===== src/rtl/id_stage.sv =====
// Decode stage for an RV32I subset (OP-IMM, OP, LUI) with priority operand forwarding,
// load-use stall detection and a single registered valid/ready output slot.
module id_stage #(
  parameter int unsigned XLEN    = 32,
  parameter int unsigned NUM_FWD = 2,
  parameter int unsigned CNT_W   = 16
) (
  input  logic                    clk,
  input  logic                    rst,
  input  logic                    in_valid,
  output logic                    in_ready,
  input  logic [XLEN-1:0]         in_pc,
  input  logic [31:0]             in_inst,
  output logic [4:0]              reg1_addr_o,
  output logic [4:0]              reg2_addr_o,
  input  logic [XLEN-1:0]         reg1_data_i,
  input  logic [XLEN-1:0]         reg2_data_i,
  input  logic [NUM_FWD-1:0]      fwd_wreg,
  input  logic [NUM_FWD-1:0]      fwd_load,
  input  logic [5*NUM_FWD-1:0]    fwd_wd,
  input  logic [XLEN*NUM_FWD-1:0] fwd_wdata,
  input  logic                    flush,
  output logic                    out_valid,
  input  logic                    out_ready,
  output logic [XLEN-1:0]         out_pc,
  output logic [XLEN-1:0]         out_reg1,
  output logic [XLEN-1:0]         out_reg2,
  output logic [XLEN-1:0]         out_imm,
  output logic [3:0]              out_aluop,
  output logic [1:0]              out_alusel,
  output logic [4:0]              out_wd,
  output logic                    out_wreg,
  output logic                    out_illegal,
  output logic [CNT_W-1:0]        stall_cnt
);

  localparam logic [6:0] OPC_OPIMM = 7'b0010011;
  localparam logic [6:0] OPC_OP    = 7'b0110011;
  localparam logic [6:0] OPC_LUI   = 7'b0110111;
  localparam logic [6:0] F7_ZERO   = 7'b0000000;
  localparam logic [6:0] F7_ALT    = 7'b0100000;

  localparam logic [3:0] ALU_ADD  = 4'd0;
  localparam logic [3:0] ALU_SUB  = 4'd1;
  localparam logic [3:0] ALU_SLL  = 4'd2;
  localparam logic [3:0] ALU_SLT  = 4'd3;
  localparam logic [3:0] ALU_SLTU = 4'd4;
  localparam logic [3:0] ALU_XOR  = 4'd5;
  localparam logic [3:0] ALU_SRL  = 4'd6;
  localparam logic [3:0] ALU_SRA  = 4'd7;
  localparam logic [3:0] ALU_OR   = 4'd8;
  localparam logic [3:0] ALU_AND  = 4'd9;
  localparam logic [3:0] ALU_NOP  = 4'd15;

  localparam logic [1:0] SEL_NOP   = 2'd0;
  localparam logic [1:0] SEL_LOGIC = 2'd1;
  localparam logic [1:0] SEL_SHIFT = 2'd2;
  localparam logic [1:0] SEL_ARITH = 2'd3;

  // funct3 -> ALU op for the funct7 == 0 encodings shared by OP and OP-IMM
  function automatic logic [3:0] base_op(input logic [2:0] f3);
    case (f3)
      3'b000:  base_op = ALU_ADD;
      3'b001:  base_op = ALU_SLL;
      3'b010:  base_op = ALU_SLT;
      3'b011:  base_op = ALU_SLTU;
      3'b100:  base_op = ALU_XOR;
      3'b101:  base_op = ALU_SRL;
      3'b110:  base_op = ALU_OR;
      default: base_op = ALU_AND;
    endcase
  endfunction

  logic [6:0]      opcode;
  logic [2:0]      funct3;
  logic [6:0]      funct7;
  logic            illegal_c, use1_c, use2_c, ld1_c, ld2_c, hazard_c, transfer_c;
  logic [3:0]      aluop_c;
  logic [1:0]      alusel_c;
  logic [XLEN-1:0] imm_c, op1_c, op2_c;

  logic            valid_q, valid_d, wreg_q, wreg_d, illegal_q, illegal_d;
  logic [XLEN-1:0] pc_q, pc_d, reg1_q, reg1_d, reg2_q, reg2_d, imm_q, imm_d;
  logic [3:0]      aluop_q, aluop_d;
  logic [1:0]      alusel_q, alusel_d;
  logic [4:0]      wd_q, wd_d;
  logic [CNT_W-1:0] stall_q, stall_d;

  assign opcode      = in_inst[6:0];
  assign funct3      = in_inst[14:12];
  assign funct7      = in_inst[31:25];
  assign reg1_addr_o = in_inst[19:15];
  assign reg2_addr_o = in_inst[24:20];

  // Instruction decode; anything not recognised collapses to an illegal NOP
  always_comb begin
    illegal_c = 1'b1;
    aluop_c   = ALU_NOP;
    imm_c     = '0;
    use1_c    = 1'b0;
    use2_c    = 1'b0;
    case (opcode)
      OPC_OPIMM: begin
        illegal_c = 1'b0;
        use1_c    = 1'b1;
        aluop_c   = base_op(funct3);
        imm_c     = XLEN'($signed(in_inst[31:20]));
        if (funct3[1:0] == 2'b01) begin
          imm_c = XLEN'(in_inst[24:20]);
          if (funct3[2] && (funct7 == F7_ALT)) aluop_c = ALU_SRA;
          else if (funct7 != F7_ZERO)          illegal_c = 1'b1;
        end
      end
      OPC_OP: begin
        illegal_c = 1'b0;
        use1_c    = 1'b1;
        use2_c    = 1'b1;
        aluop_c   = base_op(funct3);
        if (funct7 == F7_ALT) begin
          if (funct3 == 3'b000)      aluop_c = ALU_SUB;
          else if (funct3 == 3'b101) aluop_c = ALU_SRA;
          else                       illegal_c = 1'b1;
        end else if (funct7 != F7_ZERO) begin
          illegal_c = 1'b1;
        end
      end
      OPC_LUI: begin
        illegal_c = 1'b0;
        aluop_c   = ALU_ADD;
        imm_c     = XLEN'($signed({in_inst[31:12], 12'h000}));
      end
      default: ;
    endcase
    if (illegal_c) begin
      aluop_c = ALU_NOP;
      imm_c   = '0;
      use1_c  = 1'b0;
      use2_c  = 1'b0;
    end
  end

  always_comb begin
    case (aluop_c)
      ALU_XOR, ALU_OR, ALU_AND:             alusel_c = SEL_LOGIC;
      ALU_SLL, ALU_SRL, ALU_SRA:            alusel_c = SEL_SHIFT;
      ALU_ADD, ALU_SUB, ALU_SLT, ALU_SLTU:  alusel_c = SEL_ARITH;
      default:                              alusel_c = SEL_NOP;
    endcase
  end

  // Walk sources oldest to youngest so the lowest index is applied last and wins
  always_comb begin
    op1_c = reg1_data_i;
    op2_c = reg2_data_i;
    ld1_c = 1'b0;
    ld2_c = 1'b0;
    for (int i = int'(NUM_FWD) - 1; i >= 0; i--) begin
      if (fwd_wreg[i] && (fwd_wd[5*i +: 5] == reg1_addr_o)) begin
        op1_c = fwd_wdata[XLEN*i +: XLEN];
        ld1_c = fwd_load[i];
      end
      if (fwd_wreg[i] && (fwd_wd[5*i +: 5] == reg2_addr_o)) begin
        op2_c = fwd_wdata[XLEN*i +: XLEN];
        ld2_c = fwd_load[i];
      end
    end
    if (reg1_addr_o == 5'd0) begin
      op1_c = '0;
      ld1_c = 1'b0;
    end
    if (reg2_addr_o == 5'd0) begin
      op2_c = '0;
      ld2_c = 1'b0;
    end
  end

  assign hazard_c   = (use1_c & ld1_c) | (use2_c & ld2_c);
  assign in_ready   = (~valid_q | out_ready) & ~hazard_c & ~flush;
  assign transfer_c = in_valid & in_ready;

  always_comb begin
    valid_d   = valid_q;
    pc_d      = pc_q;
    reg1_d    = reg1_q;
    reg2_d    = reg2_q;
    imm_d     = imm_q;
    aluop_d   = aluop_q;
    alusel_d  = alusel_q;
    wd_d      = wd_q;
    wreg_d    = wreg_q;
    illegal_d = illegal_q;
    stall_d   = stall_q;
    if (flush) begin
      valid_d = 1'b0;
    end else if (transfer_c) begin
      valid_d   = 1'b1;
      pc_d      = in_pc;
      reg1_d    = use1_c ? op1_c : '0;
      reg2_d    = use2_c ? op2_c : imm_c;
      imm_d     = imm_c;
      aluop_d   = aluop_c;
      alusel_d  = alusel_c;
      wd_d      = in_inst[11:7];
      wreg_d    = ~illegal_c & (in_inst[11:7] != 5'd0);
      illegal_d = illegal_c;
    end else if (out_ready) begin
      valid_d = 1'b0;
    end
    if (in_valid && hazard_c && !flush && (stall_q != {CNT_W{1'b1}})) begin
      stall_d = stall_q + CNT_W'(1);
    end
  end

  always_ff @(posedge clk or negedge rst) begin
    if (!rst) begin
      valid_q   <= 1'b0;
      pc_q      <= '0;
      reg1_q    <= '0;
      reg2_q    <= '0;
      imm_q     <= '0;
      aluop_q   <= ALU_NOP;
      alusel_q  <= SEL_NOP;
      wd_q      <= '0;
      wreg_q    <= 1'b0;
      illegal_q <= 1'b0;
      stall_q   <= '0;
    end else begin
      valid_q   <= valid_d;
      pc_q      <= pc_d;
      reg1_q    <= reg1_d;
      reg2_q    <= reg2_d;
      imm_q     <= imm_d;
      aluop_q   <= aluop_d;
      alusel_q  <= alusel_d;
      wd_q      <= wd_d;
      wreg_q    <= wreg_d;
      illegal_q <= illegal_d;
      stall_q   <= stall_d;
    end
  end

  assign out_valid   = valid_q;
  assign out_pc      = pc_q;
  assign out_reg1    = reg1_q;
  assign out_reg2    = reg2_q;
  assign out_imm     = imm_q;
  assign out_aluop   = aluop_q;
  assign out_alusel  = alusel_q;
  assign out_wd      = wd_q;
  assign out_wreg    = wreg_q;
  assign out_illegal = illegal_q;
  assign stall_cnt   = stall_q;

endmodule


===== config.mk =====
export PLATFORM = sky130hd
export DESIGN_NAME = id_stage
export DESIGN_NICKNAME = d
export VERILOG_FILES = /design/src/rtl/id_stage.sv
export SDC_FILE = /design/constraint.sdc
export NUM_CORES = 1
export LEC_CHECK = 0
export ABC_CLOCK_PERIOD_IN_PS = 3800
export CAP_MARGIN = 20
export CORE_ASPECT_RATIO = 0.75
export CORE_MARGIN = 4
export CORE_UTILIZATION = 40
export DETAILED_ROUTE_END_ITERATION = 7
export GPL_TIMING_DRIVEN = 0
export PLACE_DENSITY_LB_ADDON = 0.08
export SYNTH_ARGS = -nofsm -noshare
export SYNTH_HDL_FRONTEND = slang
export SYNTH_SLANG_ARGS = --single-unit

===== constraint.sdc =====
create_clock -name clk -period 3.8 [get_ports clk]
set_input_delay 0.76 -clock clk [delete_from_list [all_inputs] [get_ports clk]]
set_output_delay 0.76 -clock clk [all_outputs]
set_load 0.01 [all_outputs]

==> results of run 1 <==
-- registers in the layout, indices dropped and copies added (netlist names) --
name	flops
out_aluop	4
out_illegal	1
out_wd	5
out_valid	1
out_reg1	32
stall_cnt	16
out_alusel	2
out_imm	32
out_pc	32
out_wreg	1
out_reg2	32
-- cell usage in the layout (no fill, tap or decap), types with 5 or more instances in the layout --
| cell | count |
|---|---|
| inv_1 | 38 |
| clkbuf_1 | 32 |
| and3_1 | 8 |
| clkdlybuf4s50_1 | 367 |
| a211oi_1 | 63 |
| buf_4 | 17 |
| nor3_1 | 9 |
| dfrtp_1 | 154 |
| clkbuf_16 | 17 |
| xor2_1 | 24 |
| and2_1 | 8 |
| clkbuf_2 | 5 |
| mux2i_1 | 101 |
| nand2_1 | 35 |
| inv_8 | 6 |
| nand2b_1 | 5 |
| nor4_1 | 5 |
| a21oi_1 | 25 |
| nor2_1 | 112 |
| mux2_4 | 55 |
| buf_2 | 8 |
| nand3_1 | 11 |
| xnor2_1 | 12 |
| mux2_2 | 52 |
| buf_6 | 9 |
-- path summary, 6_finish.rpt --
kind / from / endpoint / slack (ns) / cells past startpoint
worst max-delay path: in_inst[27] / in_ready / 0.08 / 9
worst max register to register: stall_cnt[7] / stall_cnt[1] / 1.54 / 7
worst min-delay path: rst / out_reg1[6] / 0.22 / 1
worst min register to register: out_aluop[3] / out_aluop[3] / 0.47 / 2
max in group asynchronous: rst / out_reg1[26] / 2.70 / 2
min in group clk: out_aluop[3] / out_aluop[3] / 0.47 / 2
-- synthesized netlist by cell type (5+ instances only) --
master / n
nor2_1: 113
nand3_1: 11
mux2_2: 52
and3_1: 9
nand2b_1: 5
nor3_1: 10
mux2_4: 55
dfrtp_1: 154
a211oi_1: 63
buf_4: 10
inv_1: 38
mux2i_1: 101
xor2_1: 24
buf_6: 9
nand2_1: 35
nor4_1: 6
xnor2_1: 12
buf_2: 8
a21oi_1: 25
clkbuf_1: 35
and2_1: 8
-- stage by stage --
stage | std cells | cell area (um2) | setup TNS (ns) | hold slack [ns]
floorplan | 821 | 8880 | 0 | 0.464
global placement | 1486 | 13000 | -832.13 | 0.456
global route | 1524 | 13800 | 0 | 0.245
detailed placement | 1487 | 13100 | -85.65 | 0.456
finish | 1524 | 13800 | 0 | 0.224
CTS | 1523 | 13700 | 0 | 0.233
-- per-layer routing --
layer,routed length [um],part of all wire [%],vias to the layer above
li1,-,-,3678
met1,14100,44,3845
met2,14600,46,318
met3,2510,7.9,28
met4,445,1.4,0
met5,0,0,-
-- kinds of logic after synthesis --
family | count (synthesis) | share of synthesized area (%)
buf+inv | 100 | 5.52
mux | 208 | 27.3
fa+ha+maj | 1 | 0.141
flops | 158 | 44.6
simple gates | 215 | 10.8
compound gates | 103 | 8.13
xor+xnor | 36 | 3.55
-- power by group --
| group | switching, uW | internal, uW | leakage [uW] |
|---|---|---|---|
| combinational | 314 | 488 | 0.00335 |
| clock | 824 | 955 | 0.000300 |
| sequential | 38.2 | 1750 | 0.00210 |
-- layout make-up --
class / count / area, um2
buffer: 60 / 342
multi-input combinational: 563 / 4480
sequential: 158 / 3960
inverter: 38 / 143
fill: 1773 / 7720
clock buffer: 17 / 425
timing repair buffer: 385 / 3850
clock inverter: 15 / 196
tap: 288 / 360
-- repair_timing --
| item | in CTS | in global routing |
|---|---|---|
| cloned | 0 | 0 |
| resized for setup | 17 | 14 |
| endpoints found under the setup margin | 142 | 21 |
| setup buffers | 6 | 1 |
| pin swaps | 6 | 6 |
-- worst max-delay path, stage by stage --
cell             delay, ns
clkbuf_2              0.12
or4_4                 0.56
a2111o_1              0.40
a21oi_4               0.23
o221ai_4              0.13
o22a_1                0.26
buf_6                 0.13
and3b_1               0.15
clkdlybuf4s15_2       0.22
==> out/qor.yml, run 1 <==
outcome: "finished clean"
viasPerCell: 5.16
synth_area_leader_cell: "dfrtp_1"
fin_worst_skew_ns: 0.00763
grt_usage_pct: 25.0
ios: 380
rsz0062_at_grt: "no"
diodes: 0
dr_total_vias: 7869
fp-row-count: 46
wl_um: 31700
slew_viol_final: 0
cts.clk_slew.worst_paths_ns: 0.07
busiest_layer: "met2"
cap_viol_max_count: 0
finalWorstSetupSlack_ns: 0.0841
cts_root_buf: "clkbuf_16"
ys_seq_area_share_pct: 44.6
hold_path.class: "in -> async"
initialDrtViolationCount: 428
cp_max_fo: 3
clock_sinks: 158
cts_tree: "done"
synthesis.area_mm2: 0.00888
slew_headroom_pct: 47.0
met1_usage_pct: 33.5
fin_total_pwr_uw: 4370
die-area_mm2: 0.0247
dr.pass1.iters: 5
crit_path_end_kind: "output pin"
yosysTopAreaCellShare_pct: 43.4
drive_above_1_share_pct: 15.7
io_buffers: 377
grt_pass1_wl_um: 47700
wire_per_inst_um: 20.8
synth_area_per_cell_um2: 10.8
fp.dieW_um: 180
setup_viol: 0
fmax_mhz: 269
yosysWarnings: 0
worst_pin_slew_ns: 0.795
worstSetupPathType: "in -> out"
grt_max_degree: 106
use_met2_pct: 40.3
place.gp.congestion: 0.895
grt-ovfl-total: 0
die_h_um: 137
finalCriticalPeriod_ns: 3.72
antenna_found_initial: 0
h-tree-depth: 4
cts_hold_buf: 0
cts_inserted_buffers: 17
final_util_pct: 64.1
core-area_mm2: 0.0215
route.detailed.drc: 0
ys_async_sr_fraction_pct: 100
peakVddDrop_mv: 0.267
ys_seq_elements: 158
worst_ep_required_time_ns: 3.04
synth_nets: 1033
dp_hpwl_um: 25000
fin_nets: 1435
arrival_ns: 2.96
pre_cts_ws_ns: -1.26
ys_types: 43
initial_core_util_pct: 41.4
synth_ff_type: "dfrtp_1"
final-hold-violation-count: 0
synthTopCellsByArea: "dfrtp_1 (43%), mux2i_1 (11%), mux2_4 (9.3%)"
grt_pass1_vias: 8124
clk_latency_ns: 0.43
p_leak_uw: 0.00576
area_delta_synth_final_pct: 54.8
ant_nets: 0
synth-edff-count: 0
grtUsageMet3_pct: 7.36
p_per_area_mw_per_mm2: 318
cts_buffer_depth: 2
syn_inst: 821
timing.final.crit_share_pct: 97.8
worstSetupStartpointType: "input pin"
Note: power is estimated with default switching activity, not from simulation.
==> run 2: changes to the inputs <==
Settings changed: SETUP_SLACK_MARGIN set to 0.2.
==> run 2 against run 1 <==
Against the previous run: count of clock-buffer cells in the layout is the same; largest cell class unchanged; core utilization up 0.30 points; critical endpoint unchanged; via count up 0.67%; wire length rose by 0.76%; worst hold slack got worse by 0.0030 ns.
==> out/qor.yml, run 2 (synthesis results as in run 1) <==
stdcell_count: 1531  # was 1524
dp_cells: 1487  # unchanged
rsz0062_at_grt: "yes"  # was no
cts_buffer_depth: 2  # unchanged
setup_viol: 0  # unchanged
fin_worst_skew_ns: 0.00741  # was 0.00763 ns
slew_viol_final: 0  # unchanged
worst_ep_required_time_ns: 3.04  # about the same
fmax_mhz: 272  # was 269 MHz
crit_slowest_cell: "or4_4"  # unchanged
p_leak_uw: 0.00581  # was 0.00576 uW
ios: 380  # unchanged
cts_inserted_buffers: 17  # unchanged
crit_chain: "buf_2 > or4_4 > a2111o_1 > a21oi_4 > o221ai_4 > o22a_1 > buf_6 > clkbuf_16 > and3b_1 > buf_2"  # was clkbuf_2 > or4_4 > a2111o_1 > a21oi_4 > o221ai_4 > o22a_1 > buf_6 > and3b_1 > clkdlybuf4s15_2
top_layer: "met4"  # unchanged
viasPerCell: 5.17  # was 5.16
crit_path_end_kind: "output pin"  # unchanged
place.gp.congestion: 0.895  # unchanged
power.switching_uw: 1180  # about the same
cts.clk_slew.worst_paths_ns: 0.07  # about the same
met2_length_um: 14600  # about the same
slowest_delay_ns: 0.51  # was 0.56 ns
wl_met1_um: 14200  # was 14100 um
drive_above_1_share_pct: 16.1  # was 15.7%
worst_pin_slew_ns: 0.797  # was 0.795 ns
dp_hpwl_um: 25000  # unchanged
power_frac_comb_pct: 18.3  # about the same
n_fill_cell: 1769  # was 1773
grt_max_degree: 106  # unchanged
die-area_mm2: 0.0247  # unchanged
h-tree-depth: 4  # unchanged
initial_core_util_pct: 41.4  # unchanged
hold_path.class: "in -> async"  # unchanged
ant_nets: 0  # unchanged
grt_pass1_wl_um: 47900  # was 47700 um
wire_per_inst_um: 20.8  # about the same
cp-startpoint: "in_inst[28]"  # was in_inst[27]
critPathTopFamily: "compound AO/OA/AOI/OAI gates"  # unchanged
crit_buf_inv: 4  # was 3
grt-ovfl-total: 0  # unchanged
pre_cts_ws_ns: -1.26  # unchanged
finalWorstSetupSlack_ns: 0.127  # was 0.0841 ns
finalSetupTns_ns: 0  # unchanged
clk_latency_ns: 0.43  # about the same
final-hold-violation-count: 0  # unchanged
outcome: "finished clean"  # unchanged
mostFrequentLayoutCell: "clkdlybuf4s50_1"  # unchanged
fin_total_pwr_uw: 4380  # was 4370 uW
route.detailed.drc: 0  # unchanged
reg2reg_from: "stall_cnt[7]"  # unchanged
power_frac_seq_pct: 41.0  # about the same
peakVddDrop_mv: 0.268  # was 0.267 mV
cp_max_fo: 3  # unchanged
core-area_mm2: 0.0215  # unchanged
arrival_ns: 2.91  # was 2.96 ns
swShare_pct: 27.0  # was 26.9%
cap_viol_max_count: 0  # unchanged
cts_tree: "done"  # unchanged
wl_met3_um: 2620  # was 2510 um
fin_nets: 1441  # was 1435
fp-row-count: 46  # unchanged
crit_top_cell: "buf_2"
worstSetupStartpointType: "input pin"  # unchanged
p_per_area_mw_per_mm2: 317  # was 318 mW/mm2
initialDrtViolationCount: 447  # was 428
grt_pass1_vias: 8173  # was 8124
wl_um: 31900  # was 31700 um
timing.final.crit_share_pct: 96.7  # was 97.8%
finalCriticalPeriod_ns: 3.67  # was 3.72 ns
clockPowerShare_pct: 40.7  # about the same
dr.pass1.iters: 5  # unchanged
io_buffers: 377  # unchanged
final_cell_mix: "clkdlybuf4s50_1 (355), dfrtp_1 (154), nor2_1 (112)"  # was clkdlybuf4s50_1 (367), dfrtp_1 (154), nor2_1 (112)
multiInputGateArea_mm2: 0.00448  # about the same
die_h_um: 137  # unchanged
area_delta_synth_final_pct: 55.5  # was 54.8%
fp.dieW_um: 180  # unchanged
worstSetupPathType: "in -> out"  # unchanged
slew_headroom_pct: 46.9  # was 47.0%
seqCellArea_mm2: 0.00396  # unchanged
dr_total_vias: 7922  # was 7869
antenna_found_initial: 0  # unchanged
whs_ns: 0.221  # was 0.224 ns
cts_root_buf: "clkbuf_16"  # unchanged
clock_sinks: 158  # unchanged
grt_usage_pct: 25.1  # was 25.0%
power.internal_uw: 3190  # was 3200 uW
[run 2: area by class of cell]
type	count	share of cell area, %
diodes	1	0.0181
clock inverters	15	1.42
plain buffers	62	2.75
flip-flops and latches	158	28.7
inverters	38	1.03
well taps	288	2.61
multi-input cells	563	32.4
repair buffers	389	28.0
clock buffers	17	3.08
[run 2: metal layers]
metal  vias to the layer above  GRT usage, %
li1                       3699             -
met2                       330          40.1
met1                      3861          33.9
met4                         0          6.63
met5                         -             0
met3                        32          7.31
[run 2: timing repair]
action,in CTS,in global routing
setup endpoints to repair,149,7
pin swaps,9,2
gates resized for setup,55,6
buffers inserted,11,0
hold buffers,0,0
[run 2: final timing paths]
kind | endpoint | slack [ns] | cells past startpoint
min reg2reg | out_aluop[3] | 0.47 | 2
min | out_reg1[6] | 0.22 | 1
max | in_ready | 0.13 | 10
max reg2reg | stall_cnt[1] | 1.53 | 7
min in group clk | out_aluop[3] | 0.47 | 2
max in group asynchronous | out_reg1[26] | 2.70 | 2
[run 2: power groups by stage]
stage          sequential, uW  combinational, uW  clock [uW]
5_1_grt                  1800                852        1890
6_report                 1790                801        1780
4_1_cts                  1790                806        1820
3_5_place_dp             1820                803           0
2_1_floorplan            1860                257           0
3_3_place_gp             1820                792           0
[run 2: metrics by stage]
stage	util, %	instance area [um2]
floorplan	-	8880
CTS	64.3	13800
global placement	60.6	13000
finish	64.4	13800
detailed placement	60.8	13100
global route	64.3	13800
[run 2: worst register-to-register path, cell delays in order, from the launching register on]
cell and delay, ns:
dfrtp_1 0.43, and3_1 0.24, nand3_1 0.15, or3_1 0.39
or2_2 0.36, nand2_1 0.22, nor2_1 0.11, mux2_2 0.28
==> run 3: changes to the inputs <==
Settings changed: GPL_ROUTABILITY_DRIVEN set to 0.
==> results of run 3 <==
Final layout, timing and power as in run 2 (identical DEF).
